**src/rtl/mips_pkg.sv**
```systemverilog
// Shared fetch-unit types and constants.
// Holds the fetch FSM state, reset PC default and MIPS jump/branch opcodes.
package mips_pkg;

    typedef enum logic [1:0] {
        IDLE = 2'd0,
        REQ  = 2'd1,
        HOLD = 2'd2,
        HALT = 2'd3
    } fetch_state_e;

    localparam logic [31:0] RESET_PC_DEF = 32'h0000_0000;

    localparam logic [5:0] OP_J   = 6'b000010;
    localparam logic [5:0] OP_JAL = 6'b000011;
    localparam logic [5:0] OP_BEQ = 6'b000100;

    function automatic logic [31:0] word_align(input logic [31:0] a);
        return {a[31:2], 2'b00};
    endfunction

endpackage

```
**src/rtl/fetch_unit_if.sv**
```systemverilog
// Instruction-memory read port between fetch unit and memory.
// One-cycle imem_valid pulse returns the word for the held address.
interface fetch_unit_if;

    logic        imem_req;
    logic [31:0] imem_addr;
    logic        imem_valid;
    logic [31:0] imem_rdata;

    modport master (
        output imem_req,
        output imem_addr,
        input  imem_valid,
        input  imem_rdata
    );

    modport slave (
        input  imem_req,
        input  imem_addr,
        output imem_valid,
        output imem_rdata
    );

endinterface

```
**src/rtl/pc_next_calc.sv**
```systemverilog
// Combinational next-PC selection for the fetch unit.
// Priority: register jump, then J/JAL, then taken branch, then pc+4.
module pc_next_calc
    import mips_pkg::*;
(
    input  logic [31:0] pc_i,
    input  logic [25:0] imm26_i,
    input  logic        jr_en_i,
    input  logic [31:0] jr_addr_i,
    input  logic        jump_i,
    input  logic        branch_i,
    input  logic        taken_i,
    output logic [31:0] next_pc_o
);

    logic [31:0] seq_pc;
    logic [31:0] jmp_pc;
    logic [31:0] br_off;
    logic [31:0] br_pc;

    assign seq_pc = pc_i + 32'd4;
    assign jmp_pc = {seq_pc[31:28], imm26_i, 2'b00};
    assign br_off = {{14{imm26_i[15]}}, imm26_i[15:0], 2'b00};
    assign br_pc  = seq_pc + br_off;

    // pick the highest-priority redirect target
    always_comb begin
        next_pc_o = seq_pc;
        priority case (1'b1)
            jr_en_i:             next_pc_o = word_align(jr_addr_i);
            jump_i:              next_pc_o = jmp_pc;
            branch_i && taken_i: next_pc_o = br_pc;
            default:             next_pc_o = seq_pc;
        endcase
    end

endmodule

```
**src/rtl/fetch_unit.sv**
```systemverilog
// Instruction fetch unit: requests words, holds them for decode,
// and redirects the fetch address when the decoder consumes one.
module fetch_unit
    import mips_pkg::*;
#(
    parameter logic [31:0] RESET_PC = RESET_PC_DEF
) (
    input  logic         clk,
    input  logic         rst_b,
    fetch_unit_if.master imem,
    output logic         inst_valid,
    output logic [31:0]  inst_out,
    output logic [31:0]  pc_out,
    input  logic         stall,
    input  logic         jump,
    input  logic         branch,
    input  logic         branch_taken,
    input  logic         jr_en,
    input  logic [31:0]  jr_addr,
    input  logic         halt,
    output logic         addr_err,
    output logic [31:0]  inst_count
);

    fetch_state_e state_q, state_d;
    logic [31:0]  fetch_pc_q, fetch_pc_d;
    logic [31:0]  pc_q;
    logic [31:0]  inst_q;
    logic [31:0]  count_q;
    logic         addr_err_q;
    logic         take;
    logic         consume;

    assign take    = (state_q == REQ) && imem.imem_valid;
    assign consume = (state_q == HOLD) && !stall;

    pc_next_calc u_pc_next (
        .pc_i      (pc_q),
        .imm26_i   (inst_q[25:0]),
        .jr_en_i   (jr_en),
        .jr_addr_i (jr_addr),
        .jump_i    (jump),
        .branch_i  (branch),
        .taken_i   (branch_taken),
        .next_pc_o (fetch_pc_d)
    );

    // state register
    always_ff @(posedge clk or negedge rst_b) begin
        if (!rst_b) state_q <= IDLE;
        else        state_q <= state_d;
    end

    // next-state: halt wins over any redirect at consumption
    always_comb begin
        state_d = state_q;
        unique case (state_q)
            IDLE:    state_d = REQ;
            REQ:     if (imem.imem_valid) state_d = HOLD;
            HOLD:    if (!stall) state_d = halt ? HALT : REQ;
            HALT:    state_d = HALT;
            default: state_d = IDLE;
        endcase
    end

    // capture returned word, advance fetch address and count on consumption
    always_ff @(posedge clk or negedge rst_b) begin
        if (!rst_b) begin
            fetch_pc_q <= RESET_PC;
            pc_q       <= RESET_PC;
            inst_q     <= '0;
            count_q    <= '0;
            addr_err_q <= 1'b0;
        end else begin
            addr_err_q <= consume && !halt && jr_en
                          && (jr_addr[1:0] != 2'b00);
            if (take) begin
                inst_q <= imem.imem_rdata;
                pc_q   <= fetch_pc_q;
            end
            if (consume) begin
                count_q <= count_q + 32'd1;
                if (!halt) fetch_pc_q <= fetch_pc_d;
            end
        end
    end

    // state-decoded outputs
    always_comb begin
        imem.imem_req  = (state_q == REQ);
        imem.imem_addr = fetch_pc_q;
        inst_valid     = (state_q == HOLD);
    end

    assign inst_out   = inst_q;
    assign pc_out     = pc_q;
    assign addr_err   = addr_err_q;
    assign inst_count = count_q;

endmodule
```
**src/flat_wrapper.sv**
```systemverilog
// flat-port wrapper written by rule: the top's interface ports become plain ports
module fetch_unit_flat import mips_pkg::*;
#(
    parameter logic [31:0] RESET_PC = RESET_PC_DEF
)
  (clk, rst_b, inst_valid, inst_out, pc_out, stall, jump, branch, branch_taken, jr_en, jr_addr, halt, addr_err, inst_count, imem_imem_req, imem_imem_addr, imem_imem_valid, imem_imem_rdata);
  fetch_unit_if imem_i ();
  input  logic clk;
  input  logic rst_b;
  output logic inst_valid;
  output logic [31:0] inst_out;
  output logic [31:0] pc_out;
  input  logic stall;
  input  logic jump;
  input  logic branch;
  input  logic branch_taken;
  input  logic jr_en;
  input  logic [31:0] jr_addr;
  input  logic halt;
  output logic addr_err;
  output logic [31:0] inst_count;
  output wire logic [$bits(imem_i.imem_req)-1:0] imem_imem_req;
  output wire logic [$bits(imem_i.imem_addr)-1:0] imem_imem_addr;
  input wire logic [$bits(imem_i.imem_valid)-1:0] imem_imem_valid;
  input wire logic [$bits(imem_i.imem_rdata)-1:0] imem_imem_rdata;
  assign imem_imem_req = imem_i.imem_req;
  assign imem_imem_addr = imem_i.imem_addr;
  assign imem_i.imem_valid = imem_imem_valid;
  assign imem_i.imem_rdata = imem_imem_rdata;
  fetch_unit #(.RESET_PC(RESET_PC)) u_core (.clk(clk), .rst_b(rst_b), .imem(imem_i), .inst_valid(inst_valid), .inst_out(inst_out), .pc_out(pc_out), .stall(stall), .jump(jump), .branch(branch), .branch_taken(branch_taken), .jr_en(jr_en), .jr_addr(jr_addr), .halt(halt), .addr_err(addr_err), .inst_count(inst_count));
endmodule
```
**config.mk**
```make
export PLATFORM = sky130hd
export DESIGN_NAME = fetch_unit_flat
export DESIGN_NICKNAME = d
export VERILOG_FILES = /design/src/rtl/mips_pkg.sv /design/src/rtl/fetch_unit_if.sv /design/src/rtl/pc_next_calc.sv /design/src/rtl/fetch_unit.sv /design/src/flat_wrapper.sv
export SDC_FILE = /design/constraint.sdc
export NUM_CORES = 1
export LEC_CHECK = 0
export BUFFER_PORTS_ARGS = -buffer_cell sky130_fd_sc_hd__buf_2
export CORE_MARGIN = 2
export CORE_UTILIZATION = 30
export DETAILED_ROUTE_END_ITERATION = 6
export PLACE_DENSITY = 0.63
export REMOVE_ABC_BUFFERS = 1
export SKIP_LAST_GASP = 1
export SLEW_MARGIN = 20
export SYNTH_ARGS = -nofsm -noshare
export SYNTH_HDL_FRONTEND = slang
export SYNTH_HIERARCHICAL = 1
export SYNTH_SLANG_ARGS = --single-unit
export TNS_END_PERCENT = 20
```
**constraint.sdc**
```tcl
create_clock -name clk -period 3.4 [get_ports clk]
set_input_delay 0.34 -clock clk [delete_from_list [all_inputs] [get_ports clk]]
set_output_delay 0.34 -clock clk [all_outputs]
set_load 0.05 [all_outputs]
```
### Yosys cells after proc, flatten, opt, wreduce, memory -nomap -nowiden

Cells that the tools add are included.
Widths: inputs -> output; s select.

| storage, ports and cells | value |
|---|---|
| bits in registers | 131 |
| input bits | 73 |
| output and inout port bits | 131 |
| logic and storage cells | 34 |

| operators by class | value |
|---|---|
| add/subtract/negate cells | 3 |
| equality and inequality tests | 5 |
| muxes and demuxes | 7 |
| bitwise gates (word level) | 1 |
| reductions and logical operators | 12 |

Operators by type and width:

| kind | number |
|---|---|
| $mux 32 | 3 |
| $add 32x1->32 const B | 1 |
| $add 32x3->32 const B | 1 |
| $add 32x32->32 | 1 |
| $pmux 2 s4 | 1 |
| $logic_and 1x1->1 | 6 |
| $mux 2 | 3 |
| $eq 2x2->1 const B | 2 |
| $reduce_and 2->1 | 2 |
| $eq 2x1->1 const B | 1 |
| $logic_not 1->1 | 2 |
| $logic_not 2->1 | 1 |
| $ne 2x1->1 const B | 1 |
| $ne 2x2->1 const B | 1 |
| $reduce_bool 2->1 | 1 |
| $not 1->1 | 1 |

### Longest topological paths before layout

Gate-level depths: netlist of run 1.

| logic depth | value |
|---|---|
| word-level depth | 5 |
| depth in mapped cells | 17 |
| depth with buffers taken out | 16 |

### Cells and area by module

The synthesis of run 1 kept the hierarchy.

Modules (own cells, without submodules):

| module | times used | cells an instance | area an instance (sq um) | seq. area each (sq um) |
|---|---|---|---|---|
| fetch_unit | 1 | 338 | 5118.7 | 3278.1 |
| pc_next_calc | 1 | 487 | 3134.3 | 0.0 |

### Least setup slack after synthesis of run 1

OpenSTA, ideal clock, no wires.

| timing | value |
|---|---|
| path kind | register to register |
| from | register u_core.pc_q[4] (netlist: u_core/pc_out[4]) |
| to | register u_core.fetch_pc_q[31] (netlist: u_core/imem.imem_addr[31]) |
| library setup time | 0.067 ns |
| arrival time | 3.816 ns |
| required time | 3.333 ns |
| path slack | -0.483 ns |
| stages on the path, launching flop included | 17 |
| buffers on the path | 1 |
| period minus slack after synthesis | 3.883 ns |
| cell sequence | dfrtp_1 > nand4_2 > nor3b_2 > nand2_1 > nor2_1 > xor2_1 > ha_1 > clkbuf_1 > a21o_1 > nand3_1 > nand2b_1 > nor3_1 > a21oi_4 > a21oi_1 > mux4_2 > a221oi_2 > mux2_2 |

| between the ends | value |
|---|---|
| longest elaborated chain between the ends | 5 |

RTL lines:

| what | line | text |
|---|---|---|
| start, declared | fetch_unit.sv:27 | `logic [31:0] pc_q;` |
| start signal, assigned | fetch_unit.sv:79 | `pc_q <= fetch_pc_q;` |
| $add 32x3->32 (*) | pc_next_calc.sv:21 | `assign seq_pc = pc_i + 32'd4;` |
| $add 32x32->32 | pc_next_calc.sv:24 | `assign br_pc = seq_pc + br_off;` |
| $mux 32 | pc_next_calc.sv:29 | `priority case (1'b1)` |
| $mux 32 (*) (2 in a row) | pc_next_calc.sv:29 |  |
| net u_core.fetch_pc_d[31] | fetch_unit.sv:26 | `logic [31:0] fetch_pc_q, fetch_pc_d;` |
| end signal, assigned | fetch_unit.sv:83 | `if (!halt) fetch_pc_q <= fetch_pc_d;` |
| end, declared | fetch_unit.sv:26 |  |

The timed path passes the listed nets; every way through them passes the cells marked *.
A chain may end at the register's enable or synchronous reset.

### Final worst setup path of run 1

| timing | value |
|---|---|
| from | register u_core.pc_q[6] (netlist: u_core/pc_out[6]) |
| to | register u_core.fetch_pc_q[24] (netlist: u_core/imem.imem_addr[24]) |

| between the ends | value |
|---|---|
| longest elaborated chain between the ends | 5 |

RTL lines:

| what | line |
|---|---|
| $add 32x3->32 (*) | pc_next_calc.sv:21 |
| $add 32x32->32 | pc_next_calc.sv:24 |
| $mux 32 (*) (3 in a row) | pc_next_calc.sv:29 |
| net u_core.fetch_pc_d[24] | fetch_unit.sv:26 |

Marks and branches as above.

==> flow_summary.yaml, run 1 <==
status:
  status: "complete, but fails checks"
  violations: "hold timing, setup timing"
synthesis:
  synth_top_family_by_area: "simple AND/OR/NAND/NOR gates"
  synth_edf_count: 0
  synthSimpleGateAreaFrac_pct: 16.3
  synth.area.mux_share_pct: 13.6
  synthCells: 825
  ys_warn_count: 6
  ys_seq_elements: 131
  yosysUniqueCellTypes: 69
  synth_flop_cell: "dfrtp_1"
  netlist_area_um2: 8250
  yosysSeqAreaShare_pct: 39.7
  synthAdderAreaFrac_pct: 6.00
  synth_xor_area_share_pct: 8.38
  synth.most_common_cell: "dfrtp_1"
  synth.area.top_cells: "dfrtp_1 (40%), mux2_2 (13%), xnor2_1 (6.6%), ha_1 (5.8%), nand2_1 (3.8%)"
  synth-compound-area-share_pct: 13.7
  ys_async_sr_fraction_pct: 100
  synth_common_cells: "dfrtp_1 (131), mux2_2 (96), nand2_1 (84), xnor2_1 (62), nor2_1 (46)"
  yosys.area.top_type: "dfrtp_1"
  yosys.area.top_type_share_pct: 39.7
  syn_area_per_cell_um2: 10.0
power:
  p_clk_share_pct: 35.3
  pwr-share-seq_pct: 34.4
  power.density_nw_per_um2: 462
  p_total_mw: 5.36
  p_sw_mw: 2.09
  p_comb_share_pct: 30.3
  leakagePower_nw: 5.91
  switching_share_pct: 39.0
  vdd.ir_drop.worst_mv: 0.286
  internal_power_mw: 3.27
worst_setup_path:
  critPathTopFamily: "compound AO/OA/AOI/OAI gates"
  critical_path_class: "flip-flop to flip-flop"
  cp.depth: 14
  crit_chain: "buf_4, buf_4, nand4_1, xnor2_2, ha_4, and3_4, a221oi_4, a21oi_2, o21ai_2, a21oi_2, or4_4, a311oi_2, o31ai_1, mux2_4"
  worstPathRequired_ns: 3.72
  crit_buf_inv: 2
  startpoint_type: "flip-flop"
  reg2reg_depth: 14
  critPathCaptureType: "flip-flop"
  r2r_slack_ns: -0.11
  arrival_ns: 3.83
  crit_slowest_cell: "or4_4"
  cp_max_fo: 4
  cp_slowest_stage_delay_ns: 0.54
drt:
  ant_nets: 0
  drt_iter0_drc: 437
  remaining_drc_errors: 0
  dr.pass1.iters: 5
  routedWlPerCell_um: 18.5
  via_per_inst: 5.14
  wl_um: 27900
  vias: 7758
layout:
  area_growth_pct: 40.7
  drive_above_1_share_pct: 47.6
  fillCellCount: 2621
  final-seq-area_um2: 3280
  multi_input_area_um2: 5150
  stdcell_area_um2: 11600
  insertedDiodeCount: 0
  nets: 1268
placement:
  dp_hpwl_um: 20300
  io_buffers: 203
  place_area_um2: 10500
  gp_congestion: 0.955
timing:
  slew_headroom_pct: 35.9
  slew_viol_final: 0
  setup_slack_ns: -0.106
  worstMarginPinSlew_ns: 0.961
  skew_ns: 0.0109
  holdWs_ns: -0.0262
  min_period_ns: 3.51
  rsz0062_at_grt: "yes"
  hold_viol: 25
  max_freq_mhz: 285
  fin_setup_tns_ns: -0.535
  finalSetupViolCount: 8
  finalCritPeriodShare_pct: 103
clock_tree:
  clockRootBuffer: "clkbuf_16"
  clockBufferDepth: 2
  clkTransAtPathRegs_ns: 0.07
  cts_num_sinks: 131
  cts_buffers: 17
  cts_tree: "built"
  insertion_delay_ns: 0.43
  cts.htree.levels: 4
floorplanning:
  dieWidth_um: 170
  num_io_pins: 204
  rows: 60
  die_h_um: 170
  coreArea_um2: 27000
  die_area_um2: 28900
  initial_core_util_pct: 30.6
global_route:
  grt_start_max_net_pins: 85
  grt_usage_pct: 19.1
  grt_pass1_vias: 7633
  gr-total-overflow: 0
  grt_pass1_wl_um: 42600
  antenna_found_initial: 0
worst_hold_path:
  min_path_type: "primary input to asynchronous set/reset pin"
job:
  cap_violations: 0
==> power by group through the flow <==
stage | logic (mW) | clock network (mW) | registers, mW
global placement | 1.52 | 0 | 1.87
finish | 1.63 | 1.89 | 1.84
global route | 1.73 | 2.01 | 1.87
detailed placement | 1.53 | 0 | 1.87
CTS | 1.56 | 1.93 | 1.84
floorplan | 0.504 | 0 | 2.32
==> worst paths after layout <==
path | start | to
setup / recovery | u_core/pc_out[6] | u_core/imem.imem_addr[24]
min in group clk | imem_imem_rdata[24] | u_core/inst_out[24]
max in group asynchronous | rst_b | u_core/imem.imem_addr[1]
setup reg to reg | u_core/pc_out[6] | u_core/imem.imem_addr[24]
hold / removal | rst_b | u_core/inst_out[28]
hold reg to reg | u_core/inst_count[30] | u_core/inst_count[30]
==> cell type report <==
class	count	share of cell area, %
timing repair buffer	342	18.1
clock buffer	17	3.66
tap	341	3.67
inverter	18	0.582
clock inverter	15	1.40
multi-input combinational	646	44.4
sequential	131	28.2
==> sequential cells by signal, summed over array words and instances, names as in the netlist <==
register and count:
u_core/imem.imem_addr 32, u_core/inst_count 32, u_core/inst_out 32, u_core/pc_out 32, u_core/state_q 2, u_core/addr_err 1
==> per-stage QoR <==
step                util [%]  instances  hold slack, ns  worst slack, ns
finish                  43.1       1510         -0.0262           -0.106
global route            43.1       1510          0.0332           -0.288
CTS                     41.9       1502          0.0101          -0.0518
detailed placement      39.0       1460           0.485           -0.213
global placement        39.0       1460           0.468           -0.109
floorplan                  -        795          0.0444           -0.470
==> cell families (layout without fill, tap and decap cells) <==
group / after synthesis / in the layout
xor gates and xnor gates: 79 / 79
buffers and inverters: 48 / 392
AOI/OAI and AO/OA: 169 / 169
DFF: 131 / 131
muxes: 99 / 99
adders and majority gates: 39 / 39
and+or+nand+nor: 260 / 260
==> repair_timing <==
action,CTS,global route
resized for setup,27,58
pin swaps,19,43
buffers inserted,10,8
setup endpoints to repair,13,16
hold buffers,0,0
==> layout by cell type (no fill, tap or decap), types with 6 or more instances in the layout <==
cell / count
and2_1: 6
xor2_1: 16
a22oi_1: 6
a21o_1: 21
a21oi_1: 25
xnor2_2: 10
o22ai_1: 11
buf_6: 6
nand4_1: 19
buf_2: 202
inv_1: 17
o21ai_0: 32
a21oi_2: 9
nand3_1: 30
o21ai_1: 6
inv_8: 7
nor2_1: 39
buf_4: 133
o21a_1: 6
nor2b_1: 8
mux2_2: 94
clkbuf_16: 17
ha_1: 30
dfrtp_1: 129
nand2_1: 80
xnor2_1: 52
nor3_1: 9
o31ai_1: 7
o221ai_1: 6
and3_1: 10
==> routing by layer <==
| layer | vias up | GRT usage, % | wire (um) |
|---|---|---|---|
| li1 | 3675 | - | - |
| met5 | - | 0 | 0 |
| met4 | 0 | 5.72 | 505 |
| met3 | 29 | 3.86 | 1620 |
| met1 | 3794 | 25.4 | 12500 |
| met2 | 260 | 31.3 | 13300 |
No activity file was read; power rests on OpenSTA's default activity.
==> run 2: changes to the inputs <==
- CTS_CLUSTER_DIAMETER: unset -> 30
- SYNTH_HIERARCHICAL: 1 -> unset
==> run 2 against run 1 <==
Against the previous run: the run now ends clean; sequential share of layout area increased by 1.9 points; global-route usage hardly changed; clock power grew 6%; clock-buffer cell count did not move; utilization decreased by 1.6 points; cell area decreased by 6.3%; total power rose by 56%; register-to-register slack improved by 0.21 ns; via count decreased by 3.5%; largest cell class unchanged.
==> flow_summary.yaml, run 2 <==
power:
  vdd.ir_drop.worst_mv: 0.464
  power.density_nw_per_um2: 768
  p_total_mw: 8.36
  leakagePower_nw: 5.57
worst_setup_path:
  cpMostUsedCell: "and4_4"
  r2r_slack_ns: 0.11
  r2r-start: "u_core.pc_out[5]"
  arrival_ns: 3.59
  cp_slowest_stage_delay_ns: 0.40
  critical_path_class: "flip-flop to flip-flop"
  cp_max_fo: 5
  crit_slowest_cell: "ha_1"
  crit_chain: "and4_4, and4_4, nand3_1, xnor2_1, ha_1, nand2_2, or3_1, o211ai_1, a31oi_1, buf_4, xor2_1, o21ai_1, a221o_1"
  critPathLaunch: "u_core.pc_out[5]"
  critPathTopFamily: "simple AND/OR/NAND/NOR gates"
  critPathCaptureType: "flip-flop"
  startpoint_type: "flip-flop"
  worstPathRequired_ns: 3.70
  crit_buf_inv: 1
synthesis:
  ys_warn_count: 0
  ys_seq_elements: 131
  yosys.area.top_type_share_pct: 40.8
  synth_flop_cell: "dfrtp_1"
  yosysSeqAreaShare_pct: 40.8
  syn_area_per_cell_um2: 9.60
  synthCells: 837
  yosys.area.top_type: "dfrtp_1"
  netlist_area_um2: 8040
  yosysUniqueCellTypes: 58
  synth.area.top_cells: "dfrtp_1 (41%), mux2_2 (9.1%), xnor2_1 (6.4%), ha_1 (5.9%), nand2_1 (4.1%)"
  ys_async_sr_fraction_pct: 100
  synth.most_common_cell: "dfrtp_1"
  synth_edf_count: 0
  synth_common_cells: "dfrtp_1 (131), nand2_1 (87), nor2_1 (69), mux2_2 (65), xnor2_1 (59)"
timing:
  fin_setup_tns_ns: 0
  rsz0062_at_grt: "yes"
  slew_headroom_pct: 47.7
  setup_slack_ns: 0.109
  hold_viol: 0
  finalCritPeriodShare_pct: 96.8
  finalSetupViolCount: 0
  skew_ns: 0.0228
  min_period_ns: 3.29
  worstMarginPinSlew_ns: 0.782
  slew_viol_final: 0
  max_freq_mhz: 304
clock_tree:
  clockBufferDepth: 2
  clkTransAtPathRegs_ns: 0.07
  cts_buffers: 17
  cts_tree: "built"
  clockRootBuffer: "clkbuf_16"
  cts_num_sinks: 131
  cts.htree.levels: 4
  insertion_delay_ns: 0.44
floorplanning:
  coreArea_um2: 26200
  dieWidth_um: 168
  die_h_um: 168
  rows: 59
  initial_core_util_pct: 30.7
  num_io_pins: 204
  die_area_um2: 28100
placement:
  dp_hpwl_um: 20100
  gp_congestion: 0.936
  preCtsSetupSlack_ns: 0.0147
  io_buffers: 203
global_route:
  grt_start_max_net_pins: 69
  grt_pass1_wl_um: 41800
  antenna_found_initial: 1
  grt_usage_pct: 19.1
  gr-total-overflow: 0
  grt_pass1_vias: 7374
drt:
  drt_iter0_drc: 384
  remaining_drc_errors: 0
  via_per_inst: 5.08
  ant_nets: 0
  vias: 7488
  routedWlPerCell_um: 18.3
  wl_um: 27000
  dr.pass1.iters: 5
worst_hold_path:
  min_from: "imem_imem_rdata[4]"
  min_path_type: "primary input to flip-flop"
layout:
  layout_commonest_cell: "buf_2"
  final-seq-area_um2: 3280
  drive_above_1_share_pct: 38.1
  layout_common_cells: "buf_2 (202), dfrtp_1 (131), buf_4 (99), nand2_1 (84), nor2_1 (69)"
  insertedDiodeCount: 0
  nets: 1237
  fillCellCount: 2614
  multi_input_area_um2: 4680
  area_growth_pct: 35.4
job:
  cap_violations: 0
status:
  status: "finished clean"
## run 2: cell count changes after synthesis, sizes merged, moves of 5 or more
cell,before,now
mux2,96,66
nor2,47,69
clkbuf,24,36
and3,14,23
o211ai,5,14
nand3,34,42
a21oi,35,42
mux2i,2,9
a21o,22,16
a221o,0,5
a22oi,6,1
buf,6,1
nand4,21,16
## run 2: through the flow
stage	util (%)	area, um^2	cells	hold WS, ns
final	41.5	10900	1473	0.127
after global routing	41.5	10900	1473	0.126
after CTS	40.9	10700	1467	0.117
after detailed placement	38.5	10100	1434	0.412
after global placement	38.5	10100	1434	0.409
after floorplan	-	7900	800	0.0444
## run 2: area by class of cell
type	count	area share, %
tap	335	3.85
multi-input combinational	653	43.0
clock buffer	17	3.91
timing repair buffer	306	16.8
clock inverter	15	1.79
sequential	131	30.1
inverter	16	0.552
## run 2: timing repair
item	in CTS	in global routing
endpoints found under the setup margin	2	14
hold endpoints to repair	67	0
setup buffers	0	6
pin swaps	0	11
gates resized for setup	1	35
hold buffers	1	0
## run 2: cell families (layout without fill, tap and decap cells)
| logic type | after synthesis | count (layout) | synth area share [%] |
|---|---|---|---|
| flip-flops | 131 | 131 | 40.8 |
| AO/OA/AOI/OAI | 178 | 178 | 14.7 |
| multiplexers | 75 | 75 | 10.4 |
| buffers and inverters | 53 | 354 | 2.49 |
| AND/OR/NAND/NOR | 281 | 281 | 16.8 |
| XOR/XNOR | 80 | 80 | 8.72 |
| adder cells (fa/ha/maj) | 39 | 39 | 6.16 |
## run 2: path summary, 6_finish.rpt
check | end | depth (start not counted)
max | u_core.imem.imem_addr[23] | 13
max reg2reg | u_core.imem.imem_addr[23] | 13
min in group asynchronous | u_core.inst_count[16] | 2
min reg2reg | u_core.inst_count[31] | 1
max in group asynchronous | u_core.inst_count[5] | 3
min | u_core.inst_out[4] | 2
## run 2: report_power, final
group          switching (mW)  internal (mW)  total [mW]  leakage, nW
sequential              0.369           1.92        2.28         1.72
combinational            2.65           1.42        4.08         3.55
clock                   0.825           1.18        2.00        0.298
## run 2: layer usage
metal  vias to the layer above  GRT usage (%)  wire length, um
met5                         -              0               11
met4                         2           5.29              431
met3                        28           4.04             1400
met2                       219           30.7            12400
met1                      3628           26.0            12800
li1                       3611              -                -
## run 2: worst reg2reg max path, cell delays in order, from the launching register on
cell      delay (ns)
dfrtp_1         0.35
and4_4          0.26
and4_4          0.27
nand3_1         0.10
xnor2_1         0.15
ha_1            0.40
nand2_2         0.09
or3_1           0.37
o211ai_1        0.32
a31oi_1         0.15
buf_4           0.17
xor2_1          0.13
o21ai_1         0.08
a221o_1         0.32
